File: src/rtl/display_scheduler.sv
// display_scheduler: shares one two-digit 7-segment display between three
// requesters (score, level, status/timer) using round-robin ownership with a
// minimum hold time, a blank gap between owners, and per-owner blinking.
module display_scheduler #(
  parameter int HOLD_CYCLES = 25_000_000,
  parameter int GAP_CYCLES  = 2_500_000,
  parameter int BLINK_HALF  = 6_250_000
) (
  input  logic       i_Clk,
  input  logic       i_Rst_n,
  input  logic [2:0] i_Req,
  input  logic [6:0] i_Value0,
  input  logic [6:0] i_Value1,
  input  logic [6:0] i_Value2,
  input  logic [2:0] i_Blink,
  output logic [2:0] o_Grant,
  output logic [6:0] o_Counter,
  output logic       o_Blank,
  output logic       o_Busy
);

  localparam int HW = (HOLD_CYCLES > 1) ? $clog2(HOLD_CYCLES) : 1;
  localparam int GW = (GAP_CYCLES  > 1) ? $clog2(GAP_CYCLES)  : 1;
  localparam int BW = (BLINK_HALF  > 1) ? $clog2(BLINK_HALF)  : 1;

  typedef enum logic [1:0] {IDLE, SHOW, GAP} state_t;

  state_t        state, state_next;
  logic [HW-1:0] hold_cnt, hold_next;
  logic [GW-1:0] gap_cnt, gap_next;
  logic [BW-1:0] blink_cnt, blink_cnt_next;
  logic          blink_prev, blink_prev_next;
  logic [1:0]    last, last_next;
  logic [2:0]    grant_next;
  logic [6:0]    counter_next;
  logic          blank_next;
  logic          busy_next;

  logic [1:0]    winner;
  logic [2:0]    winner_mask;
  logic [2:0]    owner_mask;
  logic          owner_req;
  logic          owner_blink;
  logic          other_pending;
  logic          hold_expired;
  logic          gap_last;
  logic          start_show;

  function automatic logic [6:0] sat99(input logic [6:0] v);
    return (v > 7'd99) ? 7'd99 : v;
  endfunction

  function automatic logic [6:0] value_of(input logic [1:0] idx, input logic [6:0] v0,
                                          input logic [6:0] v1, input logic [6:0] v2);
    case (idx)
      2'd1:    return v1;
      2'd2:    return v2;
      default: return v0;
    endcase
  endfunction

  // Search starts one past the last owner and wraps, so every requester gets a turn.
  function automatic logic [1:0] rr_pick(input logic [2:0] req, input logic [1:0] ptr);
    logic [1:0] pick;
    logic [1:0] idx;
    logic       found;
    pick  = ptr;
    found = 1'b0;
    for (int unsigned k = 1; k <= 3; k++) begin
      idx = 2'((32'(ptr) + k) % 3);
      if (!found && req[idx]) begin
        pick  = idx;
        found = 1'b1;
      end
    end
    return pick;
  endfunction

  // Owner-relative views of the request/blink vectors; last is the owner while in SHOW.
  always_comb begin
    winner        = rr_pick(i_Req, last);
    winner_mask   = 3'(3'b001 << winner);
    owner_mask    = 3'(3'b001 << last);
    owner_req     = |(i_Req & owner_mask);
    owner_blink   = |(i_Blink & owner_mask);
    other_pending = |(i_Req & ~owner_mask);
    hold_expired  = (hold_cnt == HW'(HOLD_CYCLES - 1));
    gap_last      = (gap_cnt == GW'(GAP_CYCLES - 1));
  end

  // State register.
  always_ff @(posedge i_Clk or negedge i_Rst_n) begin
    if (!i_Rst_n) state <= IDLE;
    else          state <= state_next;
  end

  // Next-state: the owner is only reconsidered once its hold time has expired.
  always_comb begin
    state_next = state;
    case (state)
      IDLE: if (|i_Req) state_next = SHOW;
      SHOW: begin
        if (hold_expired) begin
          if (other_pending)  state_next = GAP;
          else if (owner_req) state_next = SHOW;
          else                state_next = IDLE;
        end
      end
      GAP: begin
        if (gap_last) state_next = (|i_Req) ? SHOW : IDLE;
      end
      default: state_next = IDLE;
    endcase
  end

  assign start_show = (state != SHOW) && (state_next == SHOW);

  // Output and counter next values, registered below so every output is a flop.
  always_comb begin
    grant_next      = o_Grant;
    counter_next    = o_Counter;
    blank_next      = o_Blank;
    busy_next       = (state_next != IDLE);
    hold_next       = hold_cnt;
    gap_next        = gap_cnt;
    blink_cnt_next  = blink_cnt;
    blink_prev_next = blink_prev;
    last_next       = last;
    if (start_show) begin
      grant_next      = winner_mask;
      last_next       = winner;
      hold_next       = '0;
      counter_next    = sat99(value_of(winner, i_Value0, i_Value1, i_Value2));
      blank_next      = 1'b0;
      blink_cnt_next  = '0;
      blink_prev_next = |(i_Blink & winner_mask);
    end else if (state_next == IDLE) begin
      grant_next = '0;
      blank_next = 1'b1;
    end else if (state_next == GAP) begin
      grant_next = '0;
      blank_next = 1'b1;
      gap_next   = (state == GAP) ? gap_cnt + GW'(1) : '0;
    end else begin
      if (!hold_expired) hold_next = hold_cnt + HW'(1);
      if (owner_req) counter_next = sat99(value_of(last, i_Value0, i_Value1, i_Value2));
      // A change of the owner's blink enable restarts the phase as visible.
      if (owner_blink != blink_prev) begin
        blink_prev_next = owner_blink;
        blink_cnt_next  = '0;
        blank_next      = 1'b0;
      end else if (owner_blink) begin
        if (blink_cnt == BW'(BLINK_HALF - 1)) begin
          blink_cnt_next = '0;
          blank_next     = ~o_Blank;
        end else begin
          blink_cnt_next = blink_cnt + BW'(1);
        end
      end else begin
        blink_cnt_next = '0;
        blank_next     = 1'b0;
      end
    end
  end

  // Output and counter registers; last starts at 2 so requester 0 wins first.
  always_ff @(posedge i_Clk or negedge i_Rst_n) begin
    if (!i_Rst_n) begin
      o_Grant    <= '0;
      o_Counter  <= '0;
      o_Blank    <= 1'b1;
      o_Busy     <= 1'b0;
      hold_cnt   <= '0;
      gap_cnt    <= '0;
      blink_cnt  <= '0;
      blink_prev <= 1'b0;
      last       <= 2'd2;
    end else begin
      o_Grant    <= grant_next;
      o_Counter  <= counter_next;
      o_Blank    <= blank_next;
      o_Busy     <= busy_next;
      hold_cnt   <= hold_next;
      gap_cnt    <= gap_next;
      blink_cnt  <= blink_cnt_next;
      blink_prev <= blink_prev_next;
      last       <= last_next;
    end
  end

endmodule

File: config.mk
export PLATFORM = sky130hd
export DESIGN_NAME = display_scheduler
export DESIGN_NICKNAME = d
export VERILOG_FILES = /design/src/rtl/display_scheduler.sv
export SDC_FILE = /design/constraint.sdc
export NUM_CORES = 1
export LEC_CHECK = 0
export ABC_AREA = 1
export CAP_MARGIN = 20
export CORE_MARGIN = 2
export CORE_UTILIZATION = 53
export CTS_CLUSTER_DIAMETER = 50
export DETAILED_ROUTE_END_ITERATION = 7
export GPL_TIMING_DRIVEN = 0
export HOLD_SLACK_MARGIN = 0.12
export PLACE_DENSITY = 0.73
export REMOVE_ABC_BUFFERS = 1
export SYNTH_ARGS = -nofsm -noshare
export SYNTH_HDL_FRONTEND = slang
export SYNTH_SLANG_ARGS = --single-unit
File: constraint.sdc
create_clock -name i_Clk -period 4.5 [get_ports i_Clk]
set_input_delay 0.9 -clock i_Clk [delete_from_list [all_inputs] [get_ports i_Clk]]
set_output_delay 0.9 -clock i_Clk [all_outputs]
set_load 0.1 [all_outputs]
==> flow_metrics.env, run 1 <==
export IMPL_reg2reg_depth=17
export IMPL_rsz0062_at_grt="no"
export IMPL_routedWlPerCell_um=13.2
export IMPL_cp_slowest_cell="ha_1"
export IMPL_numCtsBuffers=9
export IMPL_grt_pass1_wl_um=26300
export IMPL_ir_worst_vdd_v=0.000165
export IMPL_antenna_cells=0
export IMPL_finalNetCount=1037
export IMPL_core_um2=11500
export IMPL_drive_gt1_share_pct=3.79
export IMPL_vias_per_cell=5.35
export IMPL_tightest_slew_ns=0.968
export IMPL_power_leakage_nw=3.25
export IMPL_synth_area_um2=6300
export IMPL_cts_setup_buffers=0
export IMPL_holdWs_ns=0.470
export IMPL_post_dp_hpwl_um=10900
export IMPL_clk_insertion_delay_late_ns=0.34
export IMPL_critPathLaunch="last[1]"
export IMPL_cp_end_kind="flip-flop"
export IMPL_yosysUniqueCellTypes=34
export IMPL_cp_common_cell="nand2_1"
export IMPL_cts_htree_levels=3
export IMPL_cts_resized=0
export IMPL_rrSetupSlack_ns=0.87
export IMPL_hold_path_class="reg -> reg"
export IMPL_finalCriticalPeriod_ns=3.63
export IMPL_tritoncts="built"
export IMPL_timing_final_hold_violations=0
export IMPL_root_buffer="clkbuf_16"
export IMPL_grt_pass1_vias=5647
export IMPL_yosysSeqAreaShare_pct=34.6
export IMPL_critPathMaxStageDelay_ns=0.62
export IMPL_initial_utilization_pct=54.7
export IMPL_clock_path_buffers=2
export IMPL_crit_fanout=19
export IMPL_synth_seq_cells=87
export IMPL_drc_errors=0
export IMPL_io_pins=41
export IMPL_fmax_ghz=0.275
export IMPL_period_share_pct=80.7
export IMPL_crit_path_cell_trace="inv_1 > ha_1 > inv_1 > o21ai_0 > nand2_1 > nand3_1 > inv_1 > nand2_1 > nand2_1 > ha_1 > nand3_1 > o21ai_0 > nor2_1 > nand2_1 > a21oi_1 > nor2_1 > nand2_1"
export IMPL_areaGrowthSynthToFinish_pct=11.5
export IMPL_clkTransAtPathRegs_ns=0.06
export IMPL_num_rows=39
export IMPL_gr_total_overflow=0
export IMPL_status="completed"
export IMPL_power_density_nw_per_um2=223
export IMPL_synth_area_per_cell_um2=6.49
export IMPL_nFillCells=1115
export IMPL_gr_usage_all_layers_pct=24.9
export IMPL_initialDrtViolationCount=425
export IMPL_antenna_found_initial=0
export IMPL_ctsHoldBuffers=0
export IMPL_vias=6122
export IMPL_syn_inst=970
export IMPL_die_y_um=113
export IMPL_grt_max_degree=48
export IMPL_drt_pass1_iterations=5
export IMPL_min_delay_start="o_Counter[4]"
export IMPL_drv_cap=0
export IMPL_yosys_warnings=0
export IMPL_slew_viol_final=0
export IMPL_dieArea_um2=12800
export IMPL_setup_worst_path_start_class="flip-flop"
export IMPL_cp_data_required_time_ns=4.79
export IMPL_hold_end="o_Counter[4]"
export IMPL_criticalPathCategory="reg -> reg"
export IMPL_timing_slew_headroom_pct=35.3
export IMPL_fin_skew_ns=0.00718
export IMPL_place_congestion=0.942
export IMPL_port_buffers=40
export IMPL_min_delay_path_depth=2
export IMPL_timing_rr_start="last[1]"
export IMPL_drt_total_wl_um=15100
export IMPL_cts_sinks=87
export IMPL_tns_ns=0
export IMPL_critPathArrivalTime_ns=3.92
export IMPL_dieWidth_um=113
export IMPL_setup_violations_final=0
export IMPL_r2r_end="o_Counter[1]"
export IMPL_route_antenna_remaining_nets=0
-- state kept, by name, indices dropped and copies added, names as in the netlist --
name,flops
o_Grant,3
state,2
blink_cnt,23
o_Busy,1
o_Counter,7
gap_cnt,22
last,2
blink_prev,1
o_Blank,1
hold_cnt,25
-- metal layers --
layer / GRT usage, % / up-vias / share of wire [%]
met5: 0 / - / 0
met1: 35.5 / 2838 / 49
met4: 7.32 / 0 / 1.5
li1: - / 3161 / -
met2: 39.3 / 103 / 46
met3: 3.96 / 20 / 3.4
-- report_power, final --
group          internal (mW)  switching, mW
combinational         0.0420         0.0576
clock                  0.373          0.308
sequential             0.782              0
total                   1.20          0.366
-- Yosys cell counts --
library cell | count | area share [%]
nor3b_1 | 1 | 0.12
a21oi_1 | 6 | 0.48
nand2_1 | 316 | 19
dfrtp_1 | 85 | 34
nor2_1 | 142 | 8.5
inv_2 | 5 | 0.30
nand3_2 | 3 | 0.48
nor4_1 | 1 | 0.099
o22ai_1 | 20 | 2.0
a22o_1 | 1 | 0.14
clkbuf_1 | 4 | 0.24
nand4_1 | 45 | 4.5
buf_2 | 16 | 1.3
clkinv_2 | 1 | 0.079
o211ai_1 | 1 | 0.12
buf_6 | 4 | 0.72
xor2_1 | 31 | 4.3
nand3_1 | 74 | 5.9
nor2_2 | 2 | 0.20
nand2_2 | 4 | 0.40
buf_4 | 1 | 0.12
nand2_4 | 1 | 0.18
dfstp_2 | 2 | 0.83
ha_1 | 11 | 2.2
a21oi_2 | 1 | 0.14
clkinv_1 | 1 | 0.060
o21ai_0 | 49 | 3.9
nor3_1 | 21 | 1.7
o21a_1 | 1 | 0.12
xnor2_1 | 11 | 1.5
o21ai_1 | 4 | 0.32
inv_1 | 101 | 6.0
or2_2 | 3 | 0.30
nand3_4 | 1 | 0.28
-- cells by family after synthesis --
group                    after synthesis  share of synthesized area [%]
flip-flops                            87                           34.6
adder cells (fa/ha/maj)               11                           2.19
XOR/XNOR                              42                           5.84
AO/OA/AOI/OAI                         83                           7.19
buffers and inverters                133                           8.80
AND/OR/NAND/NOR                      614                           41.4
-- layout make-up --
class / instances / area, um^2 / share of cell area, %
inverter: 108 / 407 / 5.79
tap: 143 / 179 / 2.55
clock inverter: 4 / 23.8 / 0.339
sequential: 87 / 2180 / 31.0
multi-input combinational: 750 / 3570 / 50.9
clock buffer: 12 / 236 / 3.37
timing repair buffer: 41 / 425 / 6.06
-- cell usage in the layout, fill, tap and decap left out --
master,instances
a21oi_1,6
a21oi_4,1
a22o_1,1
buf_16,1
buf_4,1
clkbuf_1,3
clkbuf_16,9
clkdlybuf4s50_1,39
clkinv_1,1
clkinv_2,4
clkinv_4,1
dfrtp_1,85
dfstp_2,2
ha_1,11
inv_1,101
inv_2,5
nand2_1,316
nand2_2,4
nand2_4,1
nand3_1,74
nand3_2,3
nand3_4,1
nand4_1,45
nor2_1,142
nor2_2,2
nor3_1,21
nor3b_1,1
nor4_1,1
o211ai_1,1
o21a_1,1
o21ai_0,49
o21ai_1,4
o22ai_1,20
or2_2,3
xnor2_1,11
xor2_1,31
-- through the flow --
step / std cells / total power [mW] / cell area, um^2 / utilization, % / worst slack, ns
floorplan: 945 / 0.840 / 6150 / - / 1.42
global placement: 1128 / 0.893 / 6730 / 58.4 / -0.669
detailed placement: 1129 / 0.897 / 6760 / 58.7 / 0.763
CTS: 1145 / 1.58 / 7020 / 61.0 / 0.863
global route: 1145 / 1.63 / 7020 / 61.0 / 0.402
finish: 1145 / 1.56 / 7020 / 61.0 / 0.869
-- worst max-delay path, delay by kind of cell (launching register included) --
kind	cells	cell delay, ns
simple gates	9	1.11
fa+ha+maj	2	1.06
flops	1	0.58
compound gates	3	0.49
buf+inv	3	0.34
-- worst max-delay path by stage --
| stage | to | slack (ns) | cells past startpoint |
|---|---|---|---|
| after detailed placement | o_Counter[1] | 0.76 | 16 |
| after global routing | o_Counter[1] | 0.40 | 19 |
| final | o_Counter[1] | 0.87 | 17 |
| after global placement | hold_cnt[13] | -0.67 | 1 |
| after floorplan | o_Counter[3] | 1.42 | 18 |
| after CTS | o_Counter[1] | 0.86 | 17 |
Power figures use the tool's default switching activity.
==> run 2, diff against run 1 <==
Settings changed: PLACE_DENSITY 0.73 to 0.75.
Clock period 4.5 ns to 3.1 ns, I/O delays scaled along.
==> run 2 against run 1 <==
Combinational power rose by 63%. Largest cell class unchanged. Worst setup slack got worse by 0.66 ns. Total power rose by 49%. Maximum frequency rose by 26%. First-iteration DRC count rose by 1.4%. Routed wire length rose by 1.2%. Critical path depth rose by 2. Sequential cell count did not move. Register-to-register slack got worse by 0.66 ns.
==> flow_metrics.env, run 2 (synthesis gave the netlist of run 1 again) <==
export IMPL_met1_usage_pct=35.3
export IMPL_antenna_cells=0
export IMPL_largest_register_ffs=25
export IMPL_final_cell_mix="nand2_1 (311), nor2_1 (141), inv_1 (98), dfrtp_1 (85), nand3_1 (73)"
export IMPL_grt_use_met2_pct=40.4
export IMPL_timing_slew_headroom_pct=34.7
export IMPL_final_common_cell="nand2_1"
export IMPL_grt_pass1_vias=5809
export IMPL_top_regs="hold_cnt: 25 flops, blink_cnt: 23 flops, gap_cnt: 22 flops"
export IMPL_grt_max_degree=47
export IMPL_criticalPathCategory="reg -> reg"
export IMPL_fin_cells=1148
export IMPL_timing_final_hold_violations=0
export IMPL_hold_path_class="in -> async"
export IMPL_cts_sinks=87
export IMPL_route_antenna_remaining_nets=0
export IMPL_place_congestion=0.946
export IMPL_status="completed"
export IMPL_die_y_um=113
export IMPL_power_leakage_nw=3.27
export IMPL_largest_register="hold_cnt"
export IMPL_nFillCells=1063
export IMPL_rsz0062_at_grt="yes"
export IMPL_core_um2=11500
export IMPL_cp_slowest_cell="dfstp_2"
export IMPL_finalCriticalPeriod_ns=2.89
export IMPL_clk_insertion_delay_late_ns=0.36
export IMPL_period_share_pct=93.2
export IMPL_cp_data_required_time_ns=3.35
export IMPL_setup_worst_path_start_class="flip-flop"
export IMPL_initial_utilization_pct=54.7
export IMPL_crit_path_cell_trace="inv_2 > ha_4 > buf_4 > nand2_1 > o211ai_1 > nand2_2 > nand3_2 > inv_1 > nand2_1 > nand2_2 > inv_4 > ha_4 > nand3_1 > o21ai_0 > nand3_1 > nand2_2 > a21oi_1 > nor2_1 > nand2_1"
export IMPL_grt_pass1_wl_um=26500
export IMPL_areaGrowthSynthToFinish_pct=13.8
export IMPL_numCtsBuffers=9
export IMPL_tritoncts="built"
export IMPL_place_inst=1129
export IMPL_grtUsageMet3_pct=4.02
export IMPL_tightest_slew_ns=0.977
export IMPL_fin_ws_ns=0.210
export IMPL_dieArea_um2=12800
export IMPL_drive_gt1_share_pct=5.77
export IMPL_cts_htree_levels=3
export IMPL_ir_worst_vdd_v=0.000306
export IMPL_drc_errors=0
export IMPL_routedWlPerCell_um=13.3
export IMPL_finalNetCount=1040
export IMPL_num_rows=39
export IMPL_gr_total_overflow=0
export IMPL_post_dp_hpwl_um=10900
export IMPL_fmax_ghz=0.346
export IMPL_root_buffer="clkbuf_16"
export IMPL_fin_skew_ns=0.00805
export IMPL_cp_end_kind="flip-flop"
export IMPL_clkTransAtPathRegs_ns=0.07
export IMPL_setup_violations_final=0
export IMPL_drt_total_wl_um=15300
export IMPL_clock_path_buffers=2
export IMPL_port_buffers=40
export IMPL_power_density_nw_per_um2=324
export IMPL_drv_cap=0
export IMPL_grt_busiest_layer="met2"
export IMPL_critPathArrivalTime_ns=3.14
export IMPL_final_util_pct=62.2
export IMPL_slew_viol_final=0
export IMPL_antenna_found_initial=0
export IMPL_dpl_worst_slack_ns=-0.512
export IMPL_vias=6205
export IMPL_place_area_um2=6760
export IMPL_critPathMaxStageDelay_ns=0.58
export IMPL_gr_usage_all_layers_pct=25.2
export IMPL_vias_per_cell=5.41
export IMPL_io_pins=41
export IMPL_drt_pass1_iterations=5
export IMPL_fin_area_um2=7170
export IMPL_crit_fanout=11
export IMPL_initialDrtViolationCount=431
export IMPL_dieWidth_um=113
## run 2: cell count changes in the layout (fill, tap and decap cells not counted), moves of 3 or more
cell	delta
buf_4	+3
clkinvlp_4	+3
ha_1	-4
ha_4	+4
inv_1	-3
nand2_1	-5
o21ai_0	-3
o21ai_1	+3
## run 2: layer usage
| layer | up-vias | share of wire [%] |
|---|---|---|
| met5 | - | 0 |
| met4 | 0 | 1.6 |
| met1 | 2857 | 48 |
| li1 | 3176 | - |
| met3 | 26 | 4.5 |
| met2 | 146 | 46 |
## run 2: timing repair
| action | 4_1_cts | 5_1_grt |
|---|---|---|
| pin swaps | 2 | 5 |
| setup endpoints to repair | 8 | 31 |
| gates resized for setup | 7 | 23 |
| hold buffers | 0 | 0 |
| setup buffers | 2 | 1 |
## run 2: final timing paths
kind | cells past startpoint | start | slack (ns) | endpoint
worst min-delay path | 1 | i_Rst_n | 0.24 | o_Counter[5]
worst max-delay path | 19 | last[1] | 0.21 | o_Counter[0]
min in group i_Clk | 2 | o_Counter[6] | 0.48 | o_Counter[6]
worst max register to register | 19 | last[1] | 0.21 | o_Counter[0]
worst min register to register | 2 | o_Counter[6] | 0.48 | o_Counter[6]
max in group asynchronous | 2 | i_Rst_n | 2.19 | o_Blank
## run 2: stage by stage
step | TNS [ns] | total power, mW | hold WS [ns]
2_1_floorplan | 0 | 1.22 | 0.324
3_3_place_gp | -159.69 | 1.30 | 0.454
3_5_place_dp | -5.11 | 1.30 | 0.462
4_1_cts | 0 | 2.32 | 0.267
5_1_grt | -0.0742 | 2.40 | 0.298
6_report | 0 | 2.32 | 0.244
## run 2: power by group
group | leakage [nW] | total [mW] | switching (mW) | internal [mW]
sequential | 1.06 | 1.14 | 0 | 1.14
clock | 0.126 | 1.03 | 0.481 | 0.547
combinational | 2.08 | 0.162 | 0.0915 | 0.0700
## run 2: cell type report
cell class / count / area, um^2 / area share [%]
clock buffers: 10 / 229 / 3.20
clock inverters: 6 / 45.0 / 0.629
inverters: 108 / 417 / 5.81
multi-input cells: 750 / 3670 / 51.2
flip-flops and latches: 87 / 2180 / 30.4
well taps: 143 / 179 / 2.50
repair buffers: 44 / 448 / 6.25
## run 2: worst max-delay path, delay by kind of cell (launching register included)
family / cells / cell delay (ns)
AO/OA/AOI/OAI: 3 / 0.30
adder cells (fa/ha/maj): 2 / 0.58
buffers and inverters: 4 / 0.36
flip-flops: 1 / 0.58
AND/OR/NAND/NOR: 10 / 0.98
==> run 3, diff against run 2 <==
Settings changed: CORE_UTILIZATION 53 to 50, CTS_BUF_LIST set to sky130_fd_sc_hd__clkbuf_4, PLACE_DENSITY 0.75 to 0.69.
Clock period 3.1 ns to 3.4 ns, I/O delays scaled along.
==> run 3 against run 2 <==
Clock skew rose by 0.015 ns. Global-route usage fell by 0.47 points. Register-to-register slack improved by 0.11 ns. Hold slack got worse by 0.087 ns. Sequential share of layout area is 0.29 points higher. Routed wire length increased by 1.3%. First-iteration DRC count down 15%. Total power shrank 13%. Combinational power decreased by 13%. Sequential power down 9.6%. Non-clock buffer count increased by 3. Critical endpoint is now o_Counter[1]. Largest power group unchanged.
==> flow_metrics.env, run 3 (synthesis gave the netlist of run 1 again) <==
export IMPL_final_cell_mix="nand2_1 (314), nor2_1 (141), inv_1 (101), dfrtp_1 (85), nand3_1 (74)"
export IMPL_cts_sinks=87
export IMPL_num_rows=40
export IMPL_initialDrtViolationCount=368
export IMPL_r2r_end="o_Counter[1]"
export IMPL_final_util_pct=58.4
export IMPL_finalCriticalPeriod_ns=3.08
export IMPL_dieArea_um2=13500
export IMPL_critPathArrivalTime_ns=3.53
export IMPL_routedWlPerCell_um=13.2
export IMPL_dpl_worst_slack_ns=-0.238
export IMPL_crit_path_cell_trace="inv_1 > ha_1 > inv_1 > o211ai_1 > nand2_2 > buf_4 > nand2_1 > o21ai_0 > inv_1 > nand2_1 > nand2_2 > inv_1 > ha_2 > nand2_1 > nand3_1 > o21ai_0 > nor2_2 > nand2_1 > a21oi_1 > nor2_1 > nand2_1"
export IMPL_clk_insertion_delay_late_ns=0.49
export IMPL_cp_slowest_cell="dfstp_2"
export IMPL_final_common_cell="nand2_1"
export IMPL_wl_met3_um=630
export IMPL_crit_cells=21
export IMPL_power_density_nw_per_um2=284
export IMPL_place_congestion=0.899
export IMPL_timing_rr_start="last[1]"
export IMPL_grt_max_degree=48
export IMPL_fin_skew_ns=0.0228
export IMPL_grt_pass1_wl_um=26900
export IMPL_die_y_um=116
export IMPL_port_buffers=40
export IMPL_slew_viol_final=0
export IMPL_critPathMaxStageDelay_ns=0.60
export IMPL_path_buf_inv=5
export IMPL_gr_total_overflow=0
export IMPL_top_regs="hold_cnt: 25 flops, blink_cnt: 23 flops, gap_cnt: 22 flops"
export IMPL_drive_gt1_share_pct=5.36
export IMPL_power_leakage_nw=3.26
export IMPL_crit_family="simple AND/OR/NAND/NOR gates"
export IMPL_drc_errors=0
export IMPL_drv_cap=0
export IMPL_vias_per_cell=5.20
export IMPL_fin_area_um2=7100
export IMPL_hold_path_class="in -> async"
export IMPL_clock_path_buffers=2
export IMPL_initial_utilization_pct=51.8
export IMPL_fin_ws_ns=0.320
export IMPL_setup_violations_final=0
export IMPL_grt_pass1_vias=5723
export IMPL_io_pins=41
export IMPL_dieWidth_um=116
export IMPL_post_dp_hpwl_um=11100
export IMPL_highest_signal_layer="met4"
export IMPL_place_area_um2=6790
export IMPL_areaGrowthSynthToFinish_pct=12.7
export IMPL_route_met2_wl_um=6820
export IMPL_vias=6116
export IMPL_cp_common_cell="nand2_1"
export IMPL_cp_data_required_time_ns=3.85
export IMPL_reg2reg_depth=21
export IMPL_route_antenna_remaining_nets=0
export IMPL_drt_total_wl_um=15500
export IMPL_fin_cells=1176
export IMPL_tightest_slew_ns=0.996
export IMPL_status="completed"
export IMPL_cts_htree_levels=3
export IMPL_criticalPathCategory="reg -> reg"
export IMPL_tritoncts="built"
export IMPL_timing_final_hold_violations=0
export IMPL_finalNetCount=1043
export IMPL_fmax_ghz=0.325
export IMPL_timing_slew_headroom_pct=33.4
export IMPL_drt_pass1_iterations=5
export IMPL_antenna_found_initial=0
export IMPL_wl_met1_um=7710
export IMPL_largest_register="hold_cnt"
export IMPL_place_inst=1154
export IMPL_period_share_pct=90.6
export IMPL_crit_fanout=7
export IMPL_core_um2=12200
export IMPL_gr_usage_all_layers_pct=24.8
export IMPL_ir_worst_vdd_v=0.000180
export IMPL_critPathLaunch="last[1]"
export IMPL_cp_end_kind="flip-flop"
export IMPL_root_buffer="clkbuf_4"
export IMPL_numCtsBuffers=9
export IMPL_endpoint="o_Counter[1]"
export IMPL_largest_register_ffs=25
export IMPL_antenna_cells=0
export IMPL_clkTransAtPathRegs_ns=0.15
export IMPL_setup_worst_path_start_class="flip-flop"
export IMPL_rrSetupSlack_ns=0.32
-- run 3: layout make-up --
| type | instances | area, um^2 |
|---|---|---|
| clock buffer | 10 | 75.1 |
| clock inverter | 6 | 134 |
| fill | 1248 | 5060 |
| inverter | 108 | 409 |
| multi-input combinational | 750 | 3620 |
| sequential | 87 | 2180 |
| tap | 168 | 210 |
| timing repair buffer | 47 | 470 |
-- run 3: how the worst min path moves through the flow --
stage                    endpoint  slack (ns)  cells past startpoint
detailed placement   o_Counter[4]        0.46                      2
CTS                  blink_cnt[2]        0.16                      1
global placement     o_Counter[6]        0.46                      2
finish              blink_cnt[19]        0.16                      1
floorplan            blink_cnt[0]        0.38                      0
global route         blink_cnt[3]        0.18                      1
-- run 3: what timing repair did --
action                                 in CTS  in global routing
pin swaps                                   0                  3
hold buffers                                0                  0
resized for setup                           2                 11
endpoints found under the hold margin       0                  0
setup endpoints to repair                   7                 28
setup buffers                               0                  6
-- run 3: per-stage QoR --
stage / power, mW / TNS [ns] / hold slack, ns
floorplan: 1.11 / 0 / 0.384
global placement: 1.18 / -138.00 / 0.459
detailed placement: 1.19 / -1.23 / 0.460
CTS: 2.02 / 0 / 0.161
global route: 2.09 / -0.0180 / 0.175
finish: 2.02 / 0 / 0.157
-- run 3: per-layer routing --
layer | vias up | GRT usage (%)
met1 | 2789 | 35.0
met2 | 128 | 38.1
met3 | 23 | 4.88
met4 | 0 | 8.33
li1 | 3176 | -
met5 | - | 0
-- run 3: where the power goes --
group          internal, mW  total (mW)  switching (mW)
registers              1.03        1.03               0
clock network         0.454       0.840           0.386
logic                0.0607       0.141          0.0807
total                  1.55        2.02           0.467
